**src/rtl/irq_pkg.sv**
```systemverilog
// Shared types, defaults and the rotate-priority search used by the interrupt
// sequencer and any other round-robin arbiter in the codebase.
package irq_pkg;

  localparam int CIrqCntDef = 16;
  localparam int CVecWDef   = 4;

  typedef enum logic [1:0] {
    IDLE = 2'd0,
    REQ  = 2'd1,
    SERV = 2'd2
  } irq_state_t;

  // Returns {found, index}. The scan runs from the highest offset down so the
  // last hit written is the one closest to ptr.
  function automatic logic [5:0] rr_find_first(input logic [31:0] pend,
                                               input int ptr,
                                               input int cnt);
    logic [5:0] res;
    logic [4:0] idx;
    int j;
    res = '0;
    for (int i = 31; i >= 0; i--) begin
      if (i < cnt) begin
        j = ptr + i;
        if (j >= cnt) j = j - cnt;
        idx = 5'(j);
        if (pend[idx]) res = {1'b1, idx};
      end
    end
    return res;
  endfunction

endpackage

```
**src/rtl/irq_rr_arb.sv**
```systemverilog
// Combinational round-robin arbiter: picks the first set bit of pend at or
// after ptr, wrapping at CIrqCnt.
module irq_rr_arb
  import irq_pkg::*;
#(
  parameter int CIrqCnt = CIrqCntDef,
  parameter int CVecW   = CVecWDef
) (
  input  logic [CIrqCnt-1:0] pend,
  input  logic [CVecW-1:0]   ptr,
  output logic               valid,
  output logic [CVecW-1:0]   idx
);

  logic [5:0] hit;

  always_comb begin
    hit   = rr_find_first(32'(pend), int'(ptr), CIrqCnt);
    valid = hit[5];
    idx   = CVecW'(hit[4:0]);
  end

endmodule

```
**src/rtl/irq_prio_ctrl.sv**
```systemverilog
// Interrupt sequencer: captures rising edges into a pending register, grants one
// source round-robin and keeps it in service until the core signals EOI.
module irq_prio_ctrl
  import irq_pkg::*;
#(
  parameter int CIrqCnt = CIrqCntDef,
  parameter int CVecW   = CVecWDef
) (
  input  logic               AClkH,
  input  logic               AResetH,
  input  logic               AClkHEn,
  input  logic [CIrqCnt-1:0] AIrqI,
  output logic               AIrqReq,
  output logic [CVecW-1:0]   AIrqVec,
  input  logic               AIrqAck,
  input  logic               AIrqEoi,
  output logic               AInServ,
  output logic [CIrqCnt-1:0] APend
);

  localparam logic [CVecW-1:0] CLastIdx = CVecW'(CIrqCnt - 1);

  irq_state_t         state, state_next;
  logic [CIrqCnt-1:0] pend, pend_next, prev, set, clr;
  logic [CVecW-1:0]   vec, vec_next, ptr, ptr_next, win_idx;
  logic               win_valid;

  assign set = AIrqI & ~prev;

  irq_rr_arb #(
    .CIrqCnt(CIrqCnt),
    .CVecW  (CVecW)
  ) u_arb (
    .pend (pend),
    .ptr  (ptr),
    .valid(win_valid),
    .idx  (win_idx)
  );

  // A fresh edge on the source being acknowledged wins over its clear, so a
  // re-trigger during the handshake is never lost.
  always_comb begin
    state_next = state;
    vec_next   = vec;
    ptr_next   = ptr;
    clr        = '0;
    case (state)
      IDLE: begin
        if (win_valid) begin
          vec_next   = win_idx;
          ptr_next   = (win_idx == CLastIdx) ? '0 : win_idx + 1'b1;
          state_next = REQ;
        end
      end
      REQ: begin
        if (AIrqAck) begin
          clr        = CIrqCnt'(1) << vec;
          state_next = SERV;
        end
      end
      SERV: begin
        if (AIrqEoi) state_next = IDLE;
      end
      default: state_next = IDLE;
    endcase
    pend_next = (pend & ~clr) | set;
  end

  always_ff @(posedge AClkH) begin
    if (AClkHEn) begin
      if (AResetH) begin
        state <= IDLE;
        pend  <= '0;
        prev  <= '0;
        ptr   <= '0;
        vec   <= '0;
      end else begin
        state <= state_next;
        pend  <= pend_next;
        prev  <= AIrqI;
        ptr   <= ptr_next;
        vec   <= vec_next;
      end
    end
  end

  assign AIrqReq = (state == REQ);
  assign AInServ = (state == SERV);
  assign AIrqVec = vec;
  assign APend   = pend;

endmodule

```
**config.mk**
```make
export PLATFORM = sky130hd
export DESIGN_NAME = irq_prio_ctrl
export DESIGN_NICKNAME = d
export VERILOG_FILES = /design/src/rtl/irq_pkg.sv /design/src/rtl/irq_rr_arb.sv /design/src/rtl/irq_prio_ctrl.sv
export SDC_FILE = /design/constraint.sdc
export NUM_CORES = 1
export LEC_CHECK = 0
export ABC_AREA = 0
export BUFFER_PORTS_ARGS = -buffer_cell sky130_fd_sc_hd__buf_2
export CORE_MARGIN = 1.5
export CORE_UTILIZATION = 60
export CTS_CLUSTER_DIAMETER = 150
export DETAILED_ROUTE_END_ITERATION = 8
export HOLD_SLACK_MARGIN = 0.15
export PLACE_DENSITY = 0.81
export SKIP_LAST_GASP = 1
export SLEW_MARGIN = 0
export SYNTH_ARGS = -nofsm -noshare
export SYNTH_HDL_FRONTEND = slang
export SYNTH_SLANG_ARGS = --single-unit
```
**constraint.sdc**
```tcl
create_clock -name AClkH -period 5.37 [get_ports AClkH]
set_input_delay 0.2685 -clock AClkH [delete_from_list [all_inputs] [get_ports AClkH]]
set_output_delay 0.2685 -clock AClkH [all_outputs]
set_load 0.01 [all_outputs]
```
==> summary.md, run 1 <==
| Metric | Value |
|---|---|
| Async SR Flop Fraction | 0% |
| Total number of vias | 3463 |
| Critical Path Start Type | register |
| #FFs+latches synth | 42 |
| Vias in the first global route | 3272 |
| H-tree depth | 2 |
| Buffers on Ports | 42 |
| Total area of sequential cells | 1260 um^2 |
| RSZ-0062 raised after global routing | no |
| Finished Core Util | 68.1% |
| # setup viols final | 0 |
| First-pass GRT wire length | 17.7 mm |
| Fmax | 212 MHz |
| Gr usage total | 32.1% |
| Share of layout cells above drive strength 1 | 27.1% |
| Synth Instances | 385 |
| Diode count | 0 |
| Required @ worst endpoint | 5420 ps |
| Max Cap Viol | 0 |
| Routed WL | 11.3 mm |
| CP cell instances | inv_1 > ha_1 > xnor2_1 > mux2_2 > mux2i_2 > nand2_1 > o32ai_2 > a2111oi_2 > nor2_2 > nor4b_4 > mux2_4 |
| Final Hold Fails | 0 |
| Cell Area, Synth | 4050 um^2 |
| Reg clk slew, reported paths | 90 ps |
| Pre-antenna DRT Iters | 7 |
| Hold crit path type | in -> reg |
| # IOs | 43 |
| Final setup skew | 7.19 ps |
| Hold-fix buffer count after cts | 0 |
| EDFF count, synth | 42 |
| Slew margin rel. | 38.1% |
| Die Width | 85.2 um |
| Via density | 6.95 |
| TritonCTS Sinks | 42 |
| Final period util | 87.7% |
| Rows | 29 |
| DP HPWL | 8.65 mm |
| Initial antenna violation count | 0 |
| Die ar. | 7250 um^2 |
| Sequential cell area fraction in the yosys report | 31.1% |
| Worst setup path class | reg -> reg |
| GRT overflow | 0 |
| Max FO, Critical Path | 17 |
| Mapped Nets | 415 |
| Slew Viols, Final | 0 |
| Area of the multi-input gates | 2640 um^2 |
| Worst-margin pin slew | 928 ps |
| CTS tree | done |
| Synth-to-layout area growth | 8.03% |
| Ys Warns | 0 |
| Num CTS Buffers | 5 |
| Die Height | 85.2 um |
| Initial DRC count | 439 |
| Global placement routability congestion | 1.01 |
| Fill count | 490 |
| Worst setup EP type | register |
| Pin count of the biggest net entering global routing | 45 |
| Synth cell types | 64 |
| Core area | 6420 um^2 |
| Post-CTS sizing | 0 |
| Worst skew pair latency | 300 ps |
| DRC viols | 1 |
| Violated checks | DRC |
| Fin crit period | 4710 ps |
| Critical path arrival | 4760 ps |
| Nets | 450 |
| Syn_area_per_cell | 10.5 um^2 |
| Setup total negative slack | 0 ps |
| Status | complete, but fails checks |
| Post-CTS setup buffer count | 0 |
| Clock root buffer | clkbuf_8 |
| Crit-path max cell delay | 960 ps |
| ANT nets after route | 0 |
| Top_reg_cell synth | edfxtp_1 |
| Routed WL per cell | 22.6 um |
| Slowest-stage cell, CP | edfxtp_1 |
| CTS max path bufs | 2 |
| Initial Util | 63.1% |
==> cell type report <==
type	instances	share of cell area, %
multi-input combinational	314	60.4
tap	77	2.20
clock buffer	5	1.57
inverter	13	1.23
clock inverter	3	0.601
timing repair buffer	44	5.15
sequential	42	28.8
==> critical path: cells and delay by family, from the launching register on <==
| kind | cells | cell delay, ps |
|---|---|---|
| buf+inv | 1 | 430 |
| flops | 1 | 960 |
| fa+ha+maj | 1 | 360 |
| compound gates | 2 | 420 |
| xor+xnor | 1 | 430 |
| simple gates | 3 | 730 |
| mux | 3 | 1120 |
==> per-layer routing <==
metal / up-vias / part of all wire, % / GRT usage (%)
met5: - / 0 / 0
met2: 203 / 49 / 53.1
li1: 1559 / - / -
met4: 0 / 4.2 / 13.7
met1: 1667 / 39 / 41.9
met3: 34 / 8.5 / 5.25
==> logic make-up (layout without fill, tap and decap cells) <==
group / after synthesis / in the layout / share of synthesized area [%]
AOI/OAI and AO/OA: 107 / 107 / 17.5
xor gates and xnor gates: 11 / 11 / 2.93
adders and majority gates: 9 / 9 / 2.78
buffers and inverters: 29 / 65 / 3.58
DFF: 42 / 42 / 31.1
muxes: 67 / 67 / 26.2
and+or+nand+nor: 120 / 120 / 15.9
==> synth_stat cells, types with 3 or more instances <==
master | n | area share, %
a211oi_1 | 4 | 0.74
a21oi_1 | 37 | 4.6
a31oi_1 | 6 | 0.93
buf_2 | 4 | 0.49
buf_4 | 3 | 0.56
clkbuf_1 | 7 | 0.65
edfxtp_1 | 42 | 31
ha_1 | 9 | 2.8
inv_1 | 8 | 0.74
inv_2 | 3 | 0.28
mux2_2 | 11 | 3.1
mux2i_1 | 22 | 5.4
mux2i_2 | 4 | 1.4
mux4_2 | 27 | 15
nand2_1 | 22 | 2.0
nand2b_1 | 22 | 3.4
nand4_1 | 3 | 0.46
nor2_1 | 28 | 2.6
nor2b_1 | 25 | 3.9
nor3_1 | 7 | 0.86
o211ai_1 | 3 | 0.56
o21ai_0 | 23 | 2.8
o31a_1 | 4 | 0.86
xnor2_1 | 6 | 1.3
==> worst paths after layout <==
kind                            cells after the start  slack, ps  endpoint  startpoint
worst max-delay path                               11        660    ptr[3]      ptr[2]
worst max register to register                     11        660    ptr[3]      ptr[2]
worst min register to register                      2        620  APend[3]     prev[3]
worst min-delay path                                2        270  prev[13]   AIrqI[13]
==> layout by cell type, fill, tap and decap left out, types with 3 or more instances in the layout <==
cell type / n
nor2b_1: 25
nand2_1: 22
o21ai_0: 23
edfxtp_1: 42
inv_1: 8
a21oi_1: 37
mux2_2: 11
mux2i_2: 4
inv_2: 3
nand4_1: 3
a31oi_1: 6
ha_1: 9
xnor2_1: 6
o31a_1: 4
buf_2: 42
a211oi_1: 4
nand2b_1: 22
clkbuf_8: 5
nor3_1: 7
inv_6: 3
mux2i_1: 22
mux4_2: 27
o211ai_1: 3
nor2_1: 28
==> sequential cells by signal (all words and copies together), names as in the netlist <==
| signal | count |
|---|---|
| state | 2 |
| ptr | 4 |
| prev | 16 |
| APend | 16 |
| AIrqVec | 4 |
==> metrics by stage <==
stage	setup slack, ps	instances	instance area (um^2)	hold slack [ps]
2_1_floorplan	1390	385	4050	381
3_3_place_gp	860	490	4280	577
3_5_place_dp	744	490	4280	584
4_1_cts	732	498	4380	271
5_1_grt	470	498	4380	277
6_report	660	498	4380	273
Power of run 1 is not shown: default switching activity piles up to over one toggle a cycle in this logic, so the estimate is an artifact.
==> inputs of run 2 (changes only) <==
REMOVE_ABC_BUFFERS = 1   (was default)
SKIP_CTS_REPAIR_TIMING = 1   (was default)
==> run 2 against run 1 <==
  * The run now ends clean
  * Flip-flop and latch count unchanged
  * Via count up 1.2%
  * Highest routed layer unchanged
  * Final cell count increased by 0.40%
  * Setup slack improved by 380 ps
  * Die area stayed put
  * First-iteration DRC count down 3.9%
  * Global-route usage is 0.78 points lower
  * Critical path depth stayed put
==> summary.md, run 2 (synthesis results as in run 1) <==
| Metric | Value |
|---|---|
| Routed WL per cell | 21.6 um |
| Final setup skew | 6.82 ps |
| Global placement routability congestion | 0.997 |
| Gr usage total | 31.3% |
| H-tree depth | 2 |
| Pre-antenna DRT Iters | 6 |
| Buffers on Ports | 42 |
| Status | completed |
| Critical Path Start Type | register |
| CTS max path bufs | 2 |
| Max Cap Viol | 0 |
| Worst setup EP type | register |
| Fmax | 231 MHz |
| Slew Viols, Final | 0 |
| GRT overflow | 0 |
| Hold crit path type | in -> reg |
| Initial Util | 63.1% |
| Die Width | 85.2 um |
| RR Endpoint | ptr[3] |
| Worst R2R Start | ptr[0] |
| Diode count | 0 |
| Worst skew pair latency | 300 ps |
| Nets | 452 |
| Required @ worst endpoint | 5430 ps |
| Rows | 29 |
| Met1 Use GR | 42.0% |
| Reg2reg path depth | 11 |
| Global-route met3 utilization | 3.99% |
| DP HPWL | 8.14 mm |
| Fin crit period | 4330 ps |
| TritonCTS Sinks | 42 |
| Critical path arrival | 4390 ps |
| Reg2reg setup slack | 1040 ps |
| Worst Setup EP | ptr[3] |
| First-pass GRT wire length | 17.7 mm |
| Pin count of the biggest net entering global routing | 45 |
| Vias in the first global route | 3427 |
| RSZ-0062 raised after global routing | no |
| Reg clk slew, reported paths | 90 ps |
| DRC viols | 0 |
| Start point of the critical path | ptr[0] |
| GR peak layer | met2 |
| Initial DRC count | 422 |
| Total number of vias | 3506 |
| Routed WL | 10.8 mm |
| Setup total negative slack | 0 ps |
| Via density | 7.01 |
| Worst setup path class | reg -> reg |
| Max FO, Critical Path | 19 |
| Initial antenna violation count | 0 |
| Most frequent cells in the layout | edfxtp_1, buf_2, a21oi_1, nor2_1, mux4_2 |
| Share of layout cells above drive strength 1 | 27.4% |
| Die ar. | 7250 um^2 |
| CTS tree | done |
| ANT nets after route | 0 |
| Num CTS Buffers | 5 |
| Final Hold Fails | 0 |
| Synth-to-layout area growth | 8.40% |
| Final hold slack | 277 ps |
| Worst-margin pin slew | 798 ps |
| Core area | 6420 um^2 |
| Die Height | 85.2 um |
| # setup viols final | 0 |
| Met2 Usage GRT | 49.3% |
| Slew margin rel. | 46.8% |
| Clock root buffer | clkbuf_8 |
| # IOs | 43 |
| Final period util | 80.7% |
## run 2: worst min-delay path by stage
stage,start,endpoint,slack (ps),cells past startpoint
6_report,AIrqI[4],prev[4],280,2
5_1_grt,AIrqI[0],prev[0],290,2
4_1_cts,AIrqI[2],prev[2],270,2
3_5_place_dp,AIrqI[2],prev[2],590,2
3_3_place_gp,AIrqI[1],prev[1],570,2
2_1_floorplan,AClkHEn,APend[0],380,0
## run 2: final cells by class
| class | instances | area (um^2) |
|---|---|---|
| Sequential cell | 42 | 1260 |
| Clock buffer | 5 | 68.8 |
| Inverter | 13 | 53.8 |
| Timing Repair Buffer | 46 | 240 |
| Fill cell | 474 | 2030 |
| Tap cell | 77 | 96.3 |
| Multi-Input combinational cell | 314 | 2640 |
| Clock inverter | 3 | 26.3 |
## run 2: through the flow
step	utilization (%)	worst slack, ps	instances	instance area (um^2)
3_5_place_dp	66.9	1100	492	4300
2_1_floorplan	-	878	369	3960
6_report	68.4	1040	500	4390
5_1_grt	68.4	758	500	4390
3_3_place_gp	66.9	1260	492	4300
4_1_cts	68.4	1080	500	4390
## run 2: critical path: stages, from the launching register on
cell and delay [ps]:
edfxtp_1 380, inv_2 100, ha_1 830, mux2i_1 240
mux4_2 560, mux2i_1 550, o21ai_1 170, o32ai_2 300
a2111oi_2 110, nor2_2 260, nor4b_4 270, mux2_4 320
## run 2: metal layers
layer | share of wire, % | vias up
li1 | - | 1566
met1 | 40 | 1659
met2 | 47 | 233
met3 | 8.2 | 48
met4 | 5.4 | 0
met5 | 0 | -
Power of run 2 is left out for the same reason.
==> inputs of run 3 (changes only) <==
clock period = 4.3 ns   (was 5.37 ns; I/O delays follow)
==> run 3 against run 2 <==
  * Final cell count up 1.2%
  * Setup slack got worse by 770 ps
  * Clock skew rose by 1.7 ps
  * Non-clock buffer count increased by 6
  * Critical path type unchanged
  * Largest cell class unchanged
  * Highest routed layer unchanged
==> summary.md, run 3 (synthesis results as in run 1) <==
| Metric | Value |
|---|---|
| Worst skew pair latency | 300 ps |
| Pin count of the biggest net entering global routing | 45 |
| Area of the multi-input gates | 2650 um^2 |
| ANT nets after route | 0 |
| Initial DRC count | 316 |
| Global placement routability congestion | 1.06 |
| Final setup skew | 8.54 ps |
| Num CTS Buffers | 5 |
| Critical Path Start Type | register |
| Most frequent cells in the layout | edfxtp_1, buf_2, a21oi_1, nor2_1, mux4_2 |
| Max FO, Critical Path | 28 |
| Pre-antenna DRT Iters | 5 |
| Diode count | 0 |
| Critical path arrival | 4080 ps |
| Via density | 7.01 |
| Worst setup EP type | register |
| TritonCTS Sinks | 42 |
| Final instance area | 4480 um^2 |
| Max Cap Viol | 0 |
| DRC viols | 0 |
| Initial Util | 63.1% |
| Routed WL per cell | 22.7 um |
| DP HPWL | 8.42 mm |
| Die Height | 85.2 um |
| Final period util | 93.7% |
| Vias in the first global route | 3470 |
| Required @ worst endpoint | 4350 ps |
| Initial antenna violation count | 0 |
| Fill count | 455 |
| DR top layer | met4 |
| Status | completed |
| Rows | 29 |
| Share of layout cells above drive strength 1 | 28.9% |
| Slew Viols, Final | 0 |
| Total area of sequential cells | 1260 um^2 |
| Gr usage total | 32.9% |
| H-tree depth | 2 |
| Worst setup path class | reg -> reg |
| Reg clk slew, reported paths | 90 ps |
| Final Hold Fails | 0 |
| Placed cell area | 4340 um^2 |
| GRT overflow | 0 |
| CTS tree | done |
| # setup viols final | 0 |
| WL met3 | 812 um |
| Fmax | 248 MHz |
| Slew margin rel. | 49.1% |
| # IOs | 43 |
| CTS max path bufs | 2 |
| Total number of vias | 3548 |
| Worst-margin pin slew | 764 ps |
| Core area | 6420 um^2 |
| Routed WL | 11.5 mm |
| Finished Core Util | 69.8% |
| Clock root buffer | clkbuf_8 |
| Nets | 458 |
| RSZ-0062 raised after global routing | no |
| Hold crit path type | in -> reg |
| Fin cells | 506 |
| Synth-to-layout area growth | 10.7% |
| Metal1 wirelength | 4.48 mm |
| Cells after DPL | 498 |
| Die Width | 85.2 um |
| Fin crit period | 4030 ps |
| First-pass GRT wire length | 18.5 mm |
| Met2 wire len | 5.62 mm |
| Buffers on Ports | 42 |
| Die ar. | 7250 um^2 |
[run 3: changes by cell type in the layout (fill, tap and decap cells not counted), sizes merged]
| cell | delta |
|---|---|
| clkinv | +1 |
| buf | +6 |
| bufinv | +2 |
| inv | -3 |
[run 3: final timing paths]
path	startpoint	endpoint	slack (ps)	cells past startpoint
min reg2reg	prev[7]	APend[7]	630	2
max reg2reg	ptr[0]	ptr[3]	270	11
min	AIrqI[9]	prev[9]	230	2
max	ptr[0]	ptr[3]	270	11
[run 3: routing by layer]
metal  track usage (%)  vias to the layer above
met5                 0                        -
met2              54.8                      224
met4              15.9                        0
li1                  -                     1574
met3              4.28                       43
met1              42.6                     1707
[run 3: cell type report]
class | instances | share of cell area [%]
clock buffers | 5 | 1.53
clock inverters | 3 | 1.53
inverters | 13 | 1.20
multi-input cells | 314 | 59.1
flip-flops and latches | 42 | 28.1
well taps | 77 | 2.15
repair buffers | 52 | 6.36
[run 3: per-stage QoR]
stage | hold slack, ps | setup slack [ps] | setup TNS [ps]
floorplan | 327 | -192 | -288
global route | 233 | 88.5 | 0
detailed placement | 532 | 257 | 0
global placement | 520 | 392 | 0
finish | 226 | 270 | 0
CTS | 227 | 239 | 0
[run 3: worst max-delay path, cell delays in order, from the launching register on]
cell and delay, ps:
edfxtp_1 400, buf_4 390, ha_1 370, xor2_2 370, mux2i_2 470, mux2i_1 210, or3_4 430, nor2_1 170
nand4_1 100, o21ai_0 470, nor2_1 120, mux2_4 300
Power of run 3 is left out for the same reason.
